$ cat config.mk
export PLATFORM = sky130hd
export DESIGN_NAME = pipe_ctrl
export DESIGN_NICKNAME = d
export VERILOG_FILES = /design/src/rtl/pipe_ctrl.sv
export SDC_FILE = /design/constraint.sdc
export NUM_CORES = 1
export LEC_CHECK = 0
export BUFFER_PORTS_ARGS = -buffer_cell sky130_fd_sc_hd__buf_2
export CAP_MARGIN = 10
export CORE_ASPECT_RATIO = 1.75
export CORE_MARGIN = 8
export CORE_UTILIZATION = 57
export CTS_CLUSTER_SIZE = 8
export DETAILED_ROUTE_END_ITERATION = 10
export PLACE_DENSITY = 0.84
export SKIP_CTS_REPAIR_TIMING = 1
export SYNTH_ARGS = -nofsm -noshare
export SYNTH_HDL_FRONTEND = slang
export SYNTH_SLANG_ARGS = --single-unit
$ cat constraint.sdc
create_clock -name clk -period 3.6 [get_ports clk]
set_clock_uncertainty 0.15 [all_clocks]
set_input_delay 0 -clock clk [delete_from_list [all_inputs] [get_ports clk]]
set_output_delay 0 -clock clk [all_outputs]
set_load 0.03 [all_outputs]
$ cat src/rtl/pipe_ctrl.sv
// pipe_ctrl -- pipeline hazard controller for a 5-stage in-order core.
//
// Resolves fetch/data-cache stalls, divider occupancy, load-use hazards,
// branch mispredicts and exceptions into per-stage stall (hold) and flush
// (bubble) controls. All controls are combinational. Only the wrong-path
// kill FSM and the two event counters are registered.
//
// Ports:
//   clk, rst          clock, synchronous active-high reset
//   i_stall           fetch busy
//   d_stall           D-cache busy (owned by M)
//   div_busyE         divider running for the instruction in E
//   load_useE         load in E feeds the instruction in D
//   mispredictE       branch in E resolved against its prediction
//   exceptionM        exception/eret committing in M
//   stallF..stallW    hold PC, IF/ID, ID/EX, EX/MEM, MEM/WB
//   flushD..flushW    bubble into IF/ID, ID/EX, EX/MEM, MEM/WB
//   kill_pend         a wrong-path fetch is in flight; discard its result
//   stall_cnt         cycles with any stall asserted (wraps)
//   flush_cnt         redirect events, exception or mispredict (wraps)
module pipe_ctrl (
  input  logic        clk,
  input  logic        rst,
  input  logic        i_stall,
  input  logic        d_stall,
  input  logic        div_busyE,
  input  logic        load_useE,
  input  logic        mispredictE,
  input  logic        exceptionM,
  output logic        stallF,
  output logic        stallD,
  output logic        stallE,
  output logic        stallM,
  output logic        stallW,
  output logic        flushD,
  output logic        flushE,
  output logic        flushM,
  output logic        flushW,
  output logic        kill_pend,
  output logic [31:0] stall_cnt,
  output logic [31:0] flush_cnt
);

  typedef enum logic {RUN, KILL} state_t;
  state_t state;

  logic excEvt;   // exception redirect taken this cycle
  logic mispEvt;  // mispredict redirect taken this cycle
  logic anyStall;

  assign kill_pend = (state == KILL);
  assign anyStall  = stallF | stallD | stallE | stallM | stallW;

  // First matching rule wins. Ordering matters:
  //  - an exception waits for its own D-cache access (d_stall) to finish,
  //    but overrides a fetch stall; the abandoned fetch is then killed
  //    via the KILL state.
  //  - a pending kill with fetch still busy only holds the PC and keeps
  //    bubbling IF/ID so the older stages drain underneath it.
  //  - a mispredict only redirects once E is free to move.
  always_comb begin
    stallF  = 1'b0;
    stallD  = 1'b0;
    stallE  = 1'b0;
    stallM  = 1'b0;
    stallW  = 1'b0;
    flushD  = 1'b0;
    flushE  = 1'b0;
    flushM  = 1'b0;
    flushW  = 1'b0;
    excEvt  = 1'b0;
    mispEvt = 1'b0;
    if (exceptionM && !d_stall) begin
      flushD = 1'b1;
      flushE = 1'b1;
      flushM = 1'b1;
      flushW = 1'b1;
      excEvt = 1'b1;
    end else if (kill_pend && i_stall) begin
      stallF = 1'b1;
      flushD = 1'b1;
    end else if (i_stall || d_stall) begin
      stallF = 1'b1;
      stallD = 1'b1;
      stallE = 1'b1;
      stallM = 1'b1;
      stallW = 1'b1;
    end else if (div_busyE) begin
      // E holds on the divider; M receives bubbles meanwhile.
      stallF = 1'b1;
      stallD = 1'b1;
      stallE = 1'b1;
      flushM = 1'b1;
    end else if (mispredictE) begin
      // Delay slot in D advances; only the wrong-path fetch in F is dropped.
      flushD  = 1'b1;
      mispEvt = 1'b1;
    end else if (load_useE) begin
      stallF = 1'b1;
      stallD = 1'b1;
      flushE = 1'b1;
    end else if (kill_pend) begin
      // Wrong-path instruction has just returned; drop it.
      flushD = 1'b1;
    end
  end

  always_ff @(posedge clk) begin
    if (rst) begin
      state     <= RUN;
      stall_cnt <= 32'd0;
      flush_cnt <= 32'd0;
    end else begin
      case (state)
        RUN:  if (excEvt && i_stall) state <= KILL;
        KILL: begin
          // A fresh exception behind a still-busy fetch re-arms the kill.
          if (excEvt && i_stall) state <= KILL;
          else if (!i_stall)     state <= RUN;
        end
        default: state <= RUN;
      endcase
      if (anyStall)          stall_cnt <= stall_cnt + 32'd1;
      if (excEvt || mispEvt) flush_cnt <= flush_cnt + 32'd1;
    end
  end

endmodule

# Word-level counts from Yosys, hierarchy flattened
# Index checks and enable logic that the tools add are counted.
# op_classes
n_reduce_logical	6
add_sub_neg	2
eq_ne	0
multipliers	0
shift	0
magnitude_cmp	0
n_div	0
bitwise	5
n_mux	39
# op_table
op	n
$add 32x1->32 const B	2
$mux 1	38
$or 1x1->1	4
$logic_and 1x1->1	3
$logic_or 1x1->1	2
$pmux 1 s2	1
$logic_not 1->1	1
$not 1->1	1
# word_totals
latch_bits	0
out_inout_bits	74
wordCells	55
ramBits	0
romBits	0
mem_count	0
regBits	65
in_bits	8

# Longest topological paths before layout
# Gate-level depths: netlist of run 1.
# logic_depth
ltp_word	10
ltp_mapped	8
depth_no_buf	6

# Least setup slack after synthesis of run 1
# OpenSTA, ideal clock, no wires.
# synth_path
path_kind	register to register
startpoint	register stall_cnt[0]
endpoint	register stall_cnt[28]
synth_period_minus_slack_ns	2.239
t_required_ns	3.379
setup_time_ns	0.071
setup_slack_ns	1.361
stages_incl_launch_ff	7
t_arrival_ns	2.019
cell_sequence	dfxtp_1 -> ha_1 -> inv_1 -> nor3_1 -> o2111ai_1 -> or3_1 -> a21oi_1
# synth_via
elab_chain_len	1
# synth_lines
element	line_no	text
start: declaration	40	output logic [31:0] stall_cnt,
start signal: assignment	123	if (anyStall) stall_cnt <= stall_cnt + 32'd1;
$add 32x1->32	123	
# Every way passes these cells.
# A chain may end at the register's enable or synchronous reset.

# Worst setup path in the final report of run 1
# layout_path
startpoint	register stall_cnt[4]
endpoint	register stall_cnt[25]
# Same word-level chain as after synthesis.

==> key figures, run 1 <==
Routing
  – Vias/cell: 5.75
  – Drt total wl: 8470 um
  – Via count: 3,112
  – Initial DRT Pass Iterations: 4
  – Per-cell routed wire length: 15.7 um
  – DR DRC count: 0
  – Antenna Nets Post-Route: 0
  – DR iter-0 viols: 216

Setup path
  – Worst Path Max Fanout: 9
  – Critical path type: reg2reg
  – CP Cell Sequence: nand4_1 -> nor3_1 -> o211ai_1 -> or3_1 -> a21oi_1
  – CP required: 3.71 ns
  – Slowest stage delay, CP: 0.52 ns
  – Startpoint class of the critical path: flop
  – Cell at the slowest stage of the critical path: nor3_1
  – CP Data Arrival Time: 2.44 ns
  – CP endpoint kind: flop

Timing
  – Shortest period the worst path allows: 2.33 ns
  – Final period util: 64.7%
  – Relative slew slack: 21.2%
  – Final setup viols: 0
  – Final setup TNS: 0 ns
  – Hold Slack: 0.0880 ns
  – F_max: 0.429 GHz
  – Setup slack after layout: 1.27 ns
  – Final Hold Vio Count: 0
  – Final Max Slew Viols: 0
  – RSZ-0062 raised after global routing: false
  – Worst Tran Pin Value: 1.18 ns

GRT
  – Vias in the first global route: 3,054
  – Largest net degree at the start of global routing: 67
  – Initial antenna violation count: 0
  – First-pass GRT wire length: 14,000 um
  – Total Routing Usage GR: 21.1%
  – Gr ovfl total: 0

Final layout
  – Fin nets: 471
  – Final non-filler cell total: 541
  – Share of post-route cells with drive strength above 1: 22.4%
  – Filler Cell Count: 458
  – ANT cells: 0
  – Area occupied by multi-input gates: 0.00175 mm2
  – Area Growth Syn to Fin: 20.7%
  – Reg area: 0.00130 mm2
  – Final Util: 70.1%

Yosys
  – Synth Area in Simple Gates: 28.6%
  – Synth Area per Inst: 8.22 um2
  – Post-synth EDFFs: 0
  – Adder-Cell Fraction of Synth Area: 0.791%
  – Synth Area in Compound Gates: 13.0%
  – Mapped cell area: 0.00317 mm2
  – Post-Syn Instances: 385
  – Distinct cell type count after synthesis: 37
  – Post-synth top area share: 41.1%
  – Syn Nets: 395
  – Post-synthesis sequential area ratio: 41.1%
  – Warning count from the yosys run: 0
  – Number of synthesized register bits: 65
  – Count leader, synth: dfxtp_1
  – XOR/XNOR Fraction of Synth Area: 12.7%
  – Mux cell area share after synthesis: 0%
  – Synth Flop Type: dfxtp_1
  – Ys async rst share: 0%
  – Largest family of logic cells by synthesized area: simple AND/OR/NAND/NOR gates
  – Leading post-synthesis cells by cell area: dfxtp_1 41%, nor2_1 7.0%, xnor2_1 6.4%, xor2_1 6.4%, o2111ai_1 3.6%
  – Yosys top cell by area: dfxtp_1
  – Post-synth top cells: 65 x dfxtp_1, 59 x nor2_1, 29 x nand2_1

Floorplanning
  – Die Wd: 72.3 um
  – Vert. Die Dim: 115 um
  – Area of the core: 0.00545 mm2
  – # rows: 36
  – Die area: 0.00829 mm2
  – Starting Density: 58.1%
  – IO Pins: 82

Place
  – Buffers added on ports: 81
  – Post-DP HPWL: 6130 um
  – Placed cells: 525
  – GPL Wtd Cong: 0.920
  – Dpl ws: 1.27 ns

CTS
  – Root buffer cell: clkbuf_8
  – H-tree levels: 3
  – CTS buffer count: 9
  – Max Root-Sink Buffers: 2
  – CTS Sinks: 65
  – Clock transition at path regs: 0.07 ns
  – Clock latency on the worst-skew pair: 0.35 ns
  – CTS tree: built

Pwr
  – Switching pwr: 355 uW
  – Int Pwr: 1140 uW
  – Combinational fraction of design power: 6.6%
  – Switching Share: 23.8%
  – Leak pwr: 0.00152 uW
  – Power share of the sequential group: 49.1%
  – Max VDD drop: 0.252 mV
  – Clock share of power: 44.3%
  – Power Density: 392 mW/mm2

Worst hold path
  – Hold Crit Class: in2reg

Run
  – Total of max-cap violations: 0

Status
  – Status: finished, final reports clean
## worst paths after layout
| check | startpoint | end | slack, ns | depth (start not counted) |
|---|---|---|---|---|
| setup / recovery | stall_cnt[4] | stall_cnt[25] | 1.27 | 5 |
| hold reg to reg | stall_cnt[31] | stall_cnt[31] | 0.34 | 2 |
| setup reg to reg | stall_cnt[4] | stall_cnt[25] | 1.27 | 5 |
| hold / removal | exceptionM | kill_pend | 0.09 | 4 |
## power by group through the flow
stage | Clock [uW] | Sequential (uW) | Combinational, uW
after global placement | 0 | 750 | 96.1
after CTS | 674 | 734 | 97.8
after global routing | 707 | 735 | 107
after floorplan | 0 | 760 | 60.1
after detailed placement | 0 | 750 | 97.2
final | 663 | 734 | 99.0
## routing by layer
metal | vias to the layer above | global-route usage [%] | routed length, um
met2 | 114 | 37.4 | 4460
met3 | 25 | 6.93 | 587
met5 | - | 0 | 0
met1 | 1463 | 20.8 | 3190
met4 | 0 | 11.5 | 237
li1 | 1510 | - | -
## sequential cells by signal, indices dropped and copies added (netlist names)
register and cells:
flush_cnt 32, stall_cnt 32, kill_pend 1
## cells by family (layout without fill, tap and decap cells)
family,Yosys count,in the layout
simple gates,179,179
compound gates,65,65
flops,65,65
xor+xnor,46,46
buf+inv,28,108
fa+ha+maj,2,2
## cell type report
class,instances,area share (%)
Tap cell,76,2.49
Multi-Input combinational cell,292,45.7
Clock buffer,13,4.68
Inverter,9,0.884
Timing Repair Buffer,84,11.3
Clock inverter,2,0.917
Sequential cell,65,34.1
## metrics by stage
step                      power (uW)  area, um2
after floorplan                  820       3170
after global placement           846       3600
after detailed placement         848       3600
after CTS                       1510       3810
after global routing            1550       3820
final                           1500       3820
## cells in the final DEF (no fill, tap or decap), types with 2 or more instances in the layout
cell type  count
ha_1           2
nor2b_1        2
nor2_1        59
nor3_1        16
and4_1         4
and3_1        11
buf_2         81
o211ai_1       3
nand4_1       13
clkbuf_8      13
buf_4          2
inv_1          9
or4_1          4
or3_1         11
o31ai_1        2
o21ai_0       19
nand3_1       11
nand2_1       29
a21oi_1       21
nand2b_1       3
nor4_1         8
o21ba_2        2
and2_1         3
xnor2_1       23
o21a_1         2
xor2_1        23
o2111ai_1     13
dfxtp_1       65
## worst max-delay path: cells and delay by family (launching register included)
family / cells / cell delay (ns)
AO/OA/AOI/OAI: 2 / 0.54
flip-flops: 1 / 0.41
AND/OR/NAND/NOR: 3 / 1.14
Power figures use the tool's default switching activity.
==> run 2, diff against run 1 <==
--- a/config.mk
+++ b/config.mk
@@ -5,14 +5,15 @@
 export SDC_FILE = /design/constraint.sdc
 export NUM_CORES = 1
 export LEC_CHECK = 0
+export ABC_AREA = 1
 export BUFFER_PORTS_ARGS = -buffer_cell sky130_fd_sc_hd__buf_2
 export CAP_MARGIN = 10
 export CORE_ASPECT_RATIO = 1.75
 export CORE_MARGIN = 8
-export CORE_UTILIZATION = 57
+export CORE_UTILIZATION = 54
 export CTS_CLUSTER_SIZE = 8
 export DETAILED_ROUTE_END_ITERATION = 10
-export PLACE_DENSITY = 0.84
+export PLACE_DENSITY = 0.79
 export SKIP_CTS_REPAIR_TIMING = 1
 export SYNTH_ARGS = -nofsm -noshare
 export SYNTH_HDL_FRONTEND = slang
==> constraint.sdc (replaced) <==
create_clock -name clk -period 2.41 [get_ports clk]
set_clock_uncertainty 0.15 [all_clocks]
set_input_delay 0 -clock clk [delete_from_list [all_inputs] [get_ports clk]]
set_output_delay 0 -clock clk [all_outputs]
set_load 0.03 [all_outputs]
==> run 2 against run 1 <==
Sequential power up 49%. Via count up 30%. Global-route usage up 0.28 points. Clock power up 120%. Count of clock-buffer cells in the layout unchanged. Synthesized cell count up 51%. Synthesized area up 15%.
==> key figures, run 2 <==
Status
  – Status: finished, final reports clean

Floorplanning
  – Area of the core: 0.00654 mm2 (+20%)
  – Die Wd: 78.1 um (+8.0%)
  – # rows: 39 (+8.3%)
  – Starting Density: 55.8% (-2.3 points)
  – IO Pins: 82 (unchanged)
  – Vert. Die Dim: 125 um (+8.8%)
  – Die area: 0.00974 mm2 (+18%)

Final layout
  – Area Growth Syn to Fin: 21.7%
  – Most common cell after layout, fill and taps aside: nand2_1
  – ANT cells: 0 (unchanged)
  – Most frequent cells in the layout: 145 x nand2_1, 139 x nor2_1, 81 x buf_2
  – Design area: 0.00444 mm2 (+16%)
  – Final non-filler cell total: 749 (+38%)
  – Fin nets: 673 (+43%)
  – Final Util: 67.9% (-2.2 points)
  – Share of post-route cells with drive strength above 1: 17.2% (-5.1 points)

Yosys
  – Synth Area in Simple Gates: 44.6% (+16 points)
  – Post-synth top cells: 145 x nand2_1, 139 x nor2_1, 65 x dfxtp_1
  – Mapped cell area: 0.00365 mm2 (+15%)
  – Mux cell area share after synthesis: 0% (unchanged)
  – Post-synth EDFFs: 0 (unchanged)
  – Largest family of logic cells by synthesized area: simple AND/OR/NAND/NOR gates
  – Warning count from the yosys run: 0 (unchanged)
  – Number of synthesized register bits: 65 (unchanged)
  – Synth Area in Compound Gates: 9.51% (-3.5 points)
  – Adder-Cell Fraction of Synth Area: 0.686% (-0.10 points)
  – Count leader, synth: nand2_1
  – Yosys top cell by area: dfxtp_1
  – XOR/XNOR Fraction of Synth Area: 0.480% (-12 points)
  – Post-synthesis sequential area ratio: 35.7% (-5.4 points)
  – Syn Nets: 592 (+50%)
  – Synth Flop Type: dfxtp_1
  – Ys async rst share: 0% (unchanged)
  – Post-synth top area share: 35.7% (-5.4 points)
  – Distinct cell type count after synthesis: 34 (-8.1%)
  – Post-Syn Instances: 582 (+51%)
  – Synth Area per Inst: 6.26 um2 (-24%)
  – Leading post-synthesis cells by cell area: dfxtp_1 36%, nand2_1 15%, nor2_1 14%, nand3_1 6.5%, inv_1 6.0%

Place
  – Placed cells: 731 (+39%)
  – Post-DP HPWL: 7920 um (+29%)
  – Dpl ws: 0.521 ns (-0.744 ns)
  – Placed Area: 0.00408 mm2 (+13%)
  – GPL Wtd Cong: 0.903 (-1.8%)
  – Buffers added on ports: 81 (unchanged)

Worst hold path
  – Worst Hold Launch: exceptionM
  – Hold Crit Class: in2reg

GRT
  – Largest net degree at the start of global routing: 39 (-42%)
  – Total Routing Usage GR: 21.4% (+0.28 points)
  – Gr ovfl total: 0 (unchanged)
  – Vias in the first global route: 3,864 (+27%)
  – First-pass GRT wire length: 17,000 um (+21%)
  – Initial antenna violation count: 0 (unchanged)

Pwr
  – Power Density: 614 mW/mm2 (+57%)
  – Leak pwr: 0.00198 uW (+30%)
  – Power share of the sequential group: 40.2% (-8.9 points)
  – Combinational fraction of design power: 6.4% (-0.2 points)
  – Switching Share: 22.3% (-1.4 points)
  – Int Pwr: 2110 uW (+85%)
  – Clock share of power: 53.4% (+9.1 points)
  – Switching pwr: 608 uW (+71%)
  – Max VDD drop: 0.443 mV (+76%)

Routing
  – DR iter-0 viols: 238 (+10%)
  – Vias/cell: 5.39 (-6.3%)
  – Drt total wl: 10,500 um (+24%)
  – Per-cell routed wire length: 14.1 um (-10%)
  – Via count: 4,038 (+30%)
  – Antenna Nets Post-Route: 0 (unchanged)
  – DR DRC count: 0 (unchanged)
  – Initial DRT Pass Iterations: 4 (unchanged)

CTS
  – CTS tree: built
  – CTS Sinks: 65 (unchanged)
  – Clock latency on the worst-skew pair: 0.34 ns (about the same)
  – CTS buffer count: 9 (unchanged)
  – H-tree levels: 3 (unchanged)
  – Root buffer cell: clkbuf_16
  – Clock transition at path regs: 0.05 ns (-0.02 ns)
  – Max Root-Sink Buffers: 2 (unchanged)

Setup path
  – Critical path endpoint: kill_pend
  – CP top delay family: buffers and inverters
  – CP startpoint: rst
  – Reg2Reg Setup Slack: 0.52 ns (-0.75 ns)
  – Critical path type: in2reg
  – Worst Path Max Fanout: 36 (+27)
  – Slowest stage delay, CP: 0.55 ns (+0.03 ns)
  – RR Endpoint: flush_cnt[26]
  – CP endpoint kind: flop
  – Cell at the slowest stage of the critical path: dlygate4sd3_1
  – Startpoint class of the critical path: input pin
  – CP Cell Sequence: dlygate4sd3_1 -> buf_2 -> inv_1 -> buf_12 -> nand2_1 -> nor2_1 -> dlygate4sd3_1
  – RR Startpoint: flush_cnt[0]
  – CP Data Arrival Time: 2.27 ns (-0.17 ns)
  – CP dominant cell by count: dlygate4sd3_1
  – R2R depth: 8 (+3)
  – CP required: 2.53 ns (-1.18 ns)
  – Critical path depth: 7 (+2)
  – Critical path buffers and inverters: 5 (+5)

Timing
  – Final setup TNS: 0 ns (unchanged)
  – F_max: 0.466 GHz
  – Final period util: 89.1%
  – Worst Tran Pin Value: 0.665 ns (-0.517 ns)
  – RSZ-0062 raised after global routing: false
  – Final setup viols: 0 (unchanged)
  – Setup slack after layout: 0.263 ns (-1.01 ns)
  – Final Max Slew Viols: 0 (unchanged)
  – Shortest period the worst path allows: 2.15 ns
  – Final Hold Vio Count: 0 (unchanged)
  – Relative slew slack: 55.6% (+34 points)

Run
  – Total of max-cap violations: 0 (unchanged)
run 2: cell types whose count changed after synthesis, moves of 10 or more:
cell,delta
a31oi_1,+10
clkbuf_1,-13
inv_1,+49
nand2_1,+116
nand3_1,+36
nor2_1,+80
nor3_1,-11
o2111ai_1,-13
or3_1,-11
xnor2_1,-23
xor2_1,-21
run 2: power by group through the flow:
stage / combinational, uW / clock [uW] / sequential (uW)
floorplan: 115 / 0 / 1130
global placement: 169 / 0 / 1110
detailed placement: 172 / 0 / 1120
CTS: 173 / 1460 / 1090
global route: 190 / 1520 / 1090
finish: 174 / 1450 / 1090
run 2: worst min path at each step:
stage | to | slack (ns) | cells past startpoint
2_1_floorplan | flushW | -0.07 | 1
3_3_place_gp | kill_pend | 0.13 | 3
3_5_place_dp | kill_pend | 0.14 | 3
4_1_cts | kill_pend | -0.21 | 3
5_1_grt | flush_cnt[1] | 0.21 | 6
6_report | flush_cnt[1] | 0.13 | 6
run 2: through the flow:
| step | total power [uW] | hold slack (ns) |
|---|---|---|
| 2_1_floorplan | 1250 | -0.0690 |
| 3_3_place_gp | 1280 | 0.128 |
| 3_5_place_dp | 1290 | 0.140 |
| 4_1_cts | 2730 | -0.207 |
| 5_1_grt | 2800 | 0.212 |
| 6_report | 2720 | 0.133 |
run 2: final cells by class:
class,instances,area (um2)
inverters,60,225
repair buffers,86,463
well taps,82,103
fillers,642,2100
flip-flops and latches,65,1300
multi-input cells,441,2010
clock buffers,13,270
clock inverters,2,60.1
run 2: cell families after synthesis:
kind of cell	Yosys count
and+or+nand+nor	375
DFF	65
buffers and inverters	76
adders and majority gates	2
xor gates and xnor gates	2
AOI/OAI and AO/OA	62
run 2: routing by layer:
metal | vias up | part of all wire (%) | global-route usage [%]
li1 | 2029 | - | -
met5 | - | 0 | 0
met2 | 126 | 55 | 39.6
met3 | 37 | 5.4 | 5.42
met1 | 1846 | 36 | 19.4
met4 | 0 | 4.5 | 14.2
run 2: worst reg2reg max path, delay by kind of cell (launching register included):
kind          cells  cell delay [ns]
simple gates      7             0.99
flops             1             0.40
fa+ha+maj         1             0.25
==> run 3, diff against run 2 <==
--- a/config.mk
+++ b/config.mk
@@ -5,15 +5,14 @@
 export SDC_FILE = /design/constraint.sdc
 export NUM_CORES = 1
 export LEC_CHECK = 0
-export ABC_AREA = 1
 export BUFFER_PORTS_ARGS = -buffer_cell sky130_fd_sc_hd__buf_2
 export CAP_MARGIN = 10
 export CORE_ASPECT_RATIO = 1.75
 export CORE_MARGIN = 8
-export CORE_UTILIZATION = 54
+export CORE_UTILIZATION = 42
 export CTS_CLUSTER_SIZE = 8
 export DETAILED_ROUTE_END_ITERATION = 10
-export PLACE_DENSITY = 0.79
+export PLACE_DENSITY = 0.65
 export SKIP_CTS_REPAIR_TIMING = 1
 export SYNTH_ARGS = -nofsm -noshare
 export SYNTH_HDL_FRONTEND = slang
==> run 3 against run 2 <==
First-iteration DRC count is 19% lower. Fmax shrank 3.0%. Critical endpoint is now flush_cnt[25]. Count of clock-buffer cells in the layout shrank 1.
==> key figures, run 3 (same netlist as run 1, synthesis figures left out) <==
Status
  – Status: finished, final reports clean

Pwr
  – Leak pwr: 0.00160 uW (-20%)
  – Power Density: 601 mW/mm2 (-2.1%)
  – Max VDD drop: 0.346 mV (-22%)

Setup path
  – Cell at the slowest stage of the critical path: or4_4
  – CP top delay family: simple AND/OR/NAND/NOR gates
  – CP endpoint kind: flop
  – CP required: 2.52 ns (about the same)
  – CP Cell Sequence: dlygate4sd3_1 -> buf_2 -> nor4b_4 -> nor2_2 -> or4_4 -> or4_1 -> o21ai_0
  – Worst Path Max Fanout: 9 (-75%)
  – RR Endpoint: stall_cnt[30]
  – Critical path depth: 7 (unchanged)
  – Critical path buffers and inverters: 2 (-3)
  – R2R depth: 5 (-3)
  – CP Data Arrival Time: 2.32 ns (+0.05 ns)
  – Reg2Reg Setup Slack: 0.28 ns (-0.24 ns)
  – Critical path type: in2reg
  – RR Startpoint: stall_cnt[8]
  – Startpoint class of the critical path: input pin
  – Slowest stage delay, CP: 0.58 ns (+0.03 ns)

GRT
  – Vias in the first global route: 3,106 (-20%)
  – Gr ovfl total: 0 (unchanged)
  – First-pass GRT wire length: 14,300 um (-16%)
  – Total Routing Usage GR: 17.1% (-4.3 points)
  – Initial antenna violation count: 0 (unchanged)
  – Largest net degree at the start of global routing: 39 (unchanged)

Final layout
  – Final Util: 53.1% (-15 points)
  – Area Growth Syn to Fin: 25.2%
  – Share of post-route cells with drive strength above 1: 23.6% (+6.3 points)
  – Design area: 0.00396 mm2 (-11%)
  – ANT cells: 0 (unchanged)
  – Final non-filler cell total: 563 (-25%)
  – Fin nets: 483 (-28%)
  – Most common cell after layout, fill and taps aside: buf_2
  – Most frequent cells in the layout: 81 x buf_2, 65 x dfxtp_1, 59 x nor2_1

CTS
  – CTS buffer count: 9 (unchanged)
  – Clock transition at path regs: 0.05 ns (about the same)
  – CTS Sinks: 65 (unchanged)
  – Root buffer cell: clkbuf_16
  – H-tree levels: 3 (unchanged)
  – Max Root-Sink Buffers: 2 (unchanged)
  – Clock latency on the worst-skew pair: 0.33 ns (about the same)
  – CTS tree: built

Worst hold path
  – Hold EP: kill_pend
  – Hold Crit Class: in2reg
  – Worst Hold Launch: exceptionM
  – Hold Path Stages: 4 (-2)

Timing
  – Final setup viols: 0 (unchanged)
  – Final setup TNS: 0 ns (unchanged)
  – Final Max Slew Viols: 0 (unchanged)
  – Shortest period the worst path allows: 2.21 ns (+0.0656 ns)
  – Setup slack after layout: 0.198 ns (-0.0656 ns)
  – Relative slew slack: 52.3% (-3.3 points)
  – Worst Tran Pin Value: 0.715 ns (+0.0499 ns)
  – F_max: 0.452 GHz (-3.0%)
  – RSZ-0062 raised after global routing: false
  – Final period util: 91.8% (+2.7 points)
  – Final Hold Vio Count: 0 (unchanged)

Floorplanning
  – Starting Density: 42.4% (-13 points)
  – Die area: 0.0107 mm2 (+9.6%)
  – Vert. Die Dim: 131 um (+4.9%)
  – Area of the core: 0.00746 mm2 (+14%)
  – IO Pins: 82 (unchanged)
  – Die Wd: 81.6 um (+4.5%)
  – # rows: 42 (+7.7%)

Routing
  – Antenna Nets Post-Route: 0 (unchanged)
  – Vias/cell: 5.51 (+2.1%)
  – DR iter-0 viols: 192 (-19%)
  – DR DRC count: 0 (unchanged)
  – Via count: 3,100 (-23%)
  – Drt total wl: 8690 um (-18%)
  – Per-cell routed wire length: 15.4 um (+9.6%)
  – Initial DRT Pass Iterations: 4 (unchanged)

Place
  – Placed Area: 0.00370 mm2 (-9.2%)
  – Post-DP HPWL: 6540 um (-18%)
  – Buffers added on ports: 81 (unchanged)
  – Dpl ws: 0.284 ns (-0.237 ns)
  – GPL Wtd Cong: 0.874 (-3.2%)
  – Placed cells: 549 (-25%)

Run
  – Total of max-cap violations: 0 (unchanged)
-- run 3: cell types whose count changed in the layout (fill, tap and decap cells not counted), moves of 21 or more --
| cell | previous run | this run |
|---|---|---|
| nand2_1 | 145 | 29 |
| nor2_1 | 139 | 59 |
| inv_1 | 58 | 9 |
| nand3_1 | 47 | 11 |
| xnor2_1 | 0 | 23 |
| xor2_1 | 2 | 23 |
-- run 3: metal layers --
layer	track usage [%]	wire (um)	vias to the layer above
li1	-	-	1536
met1	17.1	3370	1462
met3	5.75	657	9
met4	8.21	146	0
met5	0	0	-
met2	30.4	4510	93
-- run 3: how the worst max path moves through the flow --
stage	from	end	slack, ns
2_1_floorplan	stall_cnt[0]	stall_cnt[28]	0.17
3_3_place_gp	stall_cnt[4]	stall_cnt[23]	0.30
3_5_place_dp	stall_cnt[8]	stall_cnt[30]	0.28
4_1_cts	stall_cnt[8]	stall_cnt[30]	0.27
5_1_grt	i_stall	flush_cnt[25]	0.03
6_report	i_stall	flush_cnt[25]	0.20
-- run 3: worst min-delay path, cell delays in order --
cell,delay [ns]
buf_2,0.13
nor2b_1,0.19
nor2_1,0.11
nor3_1,0.05
-- run 3: metrics by stage --
step	total power, uW	hold slack, ns
4_1_cts	2410	-0.148
5_1_grt	2470	0.0926
6_report	2380	0.0322
2_1_floorplan	1220	0.0305
3_3_place_gp	1270	0.199
3_5_place_dp	1270	0.207
-- run 3: power by group --
group          internal (uW)  total, uW  switching (uW)
Combinational           44.7        155             111
Clock                    703       1130             423
Sequential              1090       1100            13.8
Total                   1830       2380             547
-- run 3: cell type report --
| cell class | count | area, um2 |
|---|---|---|
| Clock buffer | 12 | 246 |
| Clock inverter | 1 | 5.00 |
| Fill cell | 739 | 3500 |
| Inverter | 9 | 33.8 |
| Multi-Input combinational cell | 292 | 1750 |
| Sequential cell | 65 | 1300 |
| Tap cell | 88 | 110 |
| Timing Repair Buffer | 96 | 520 |
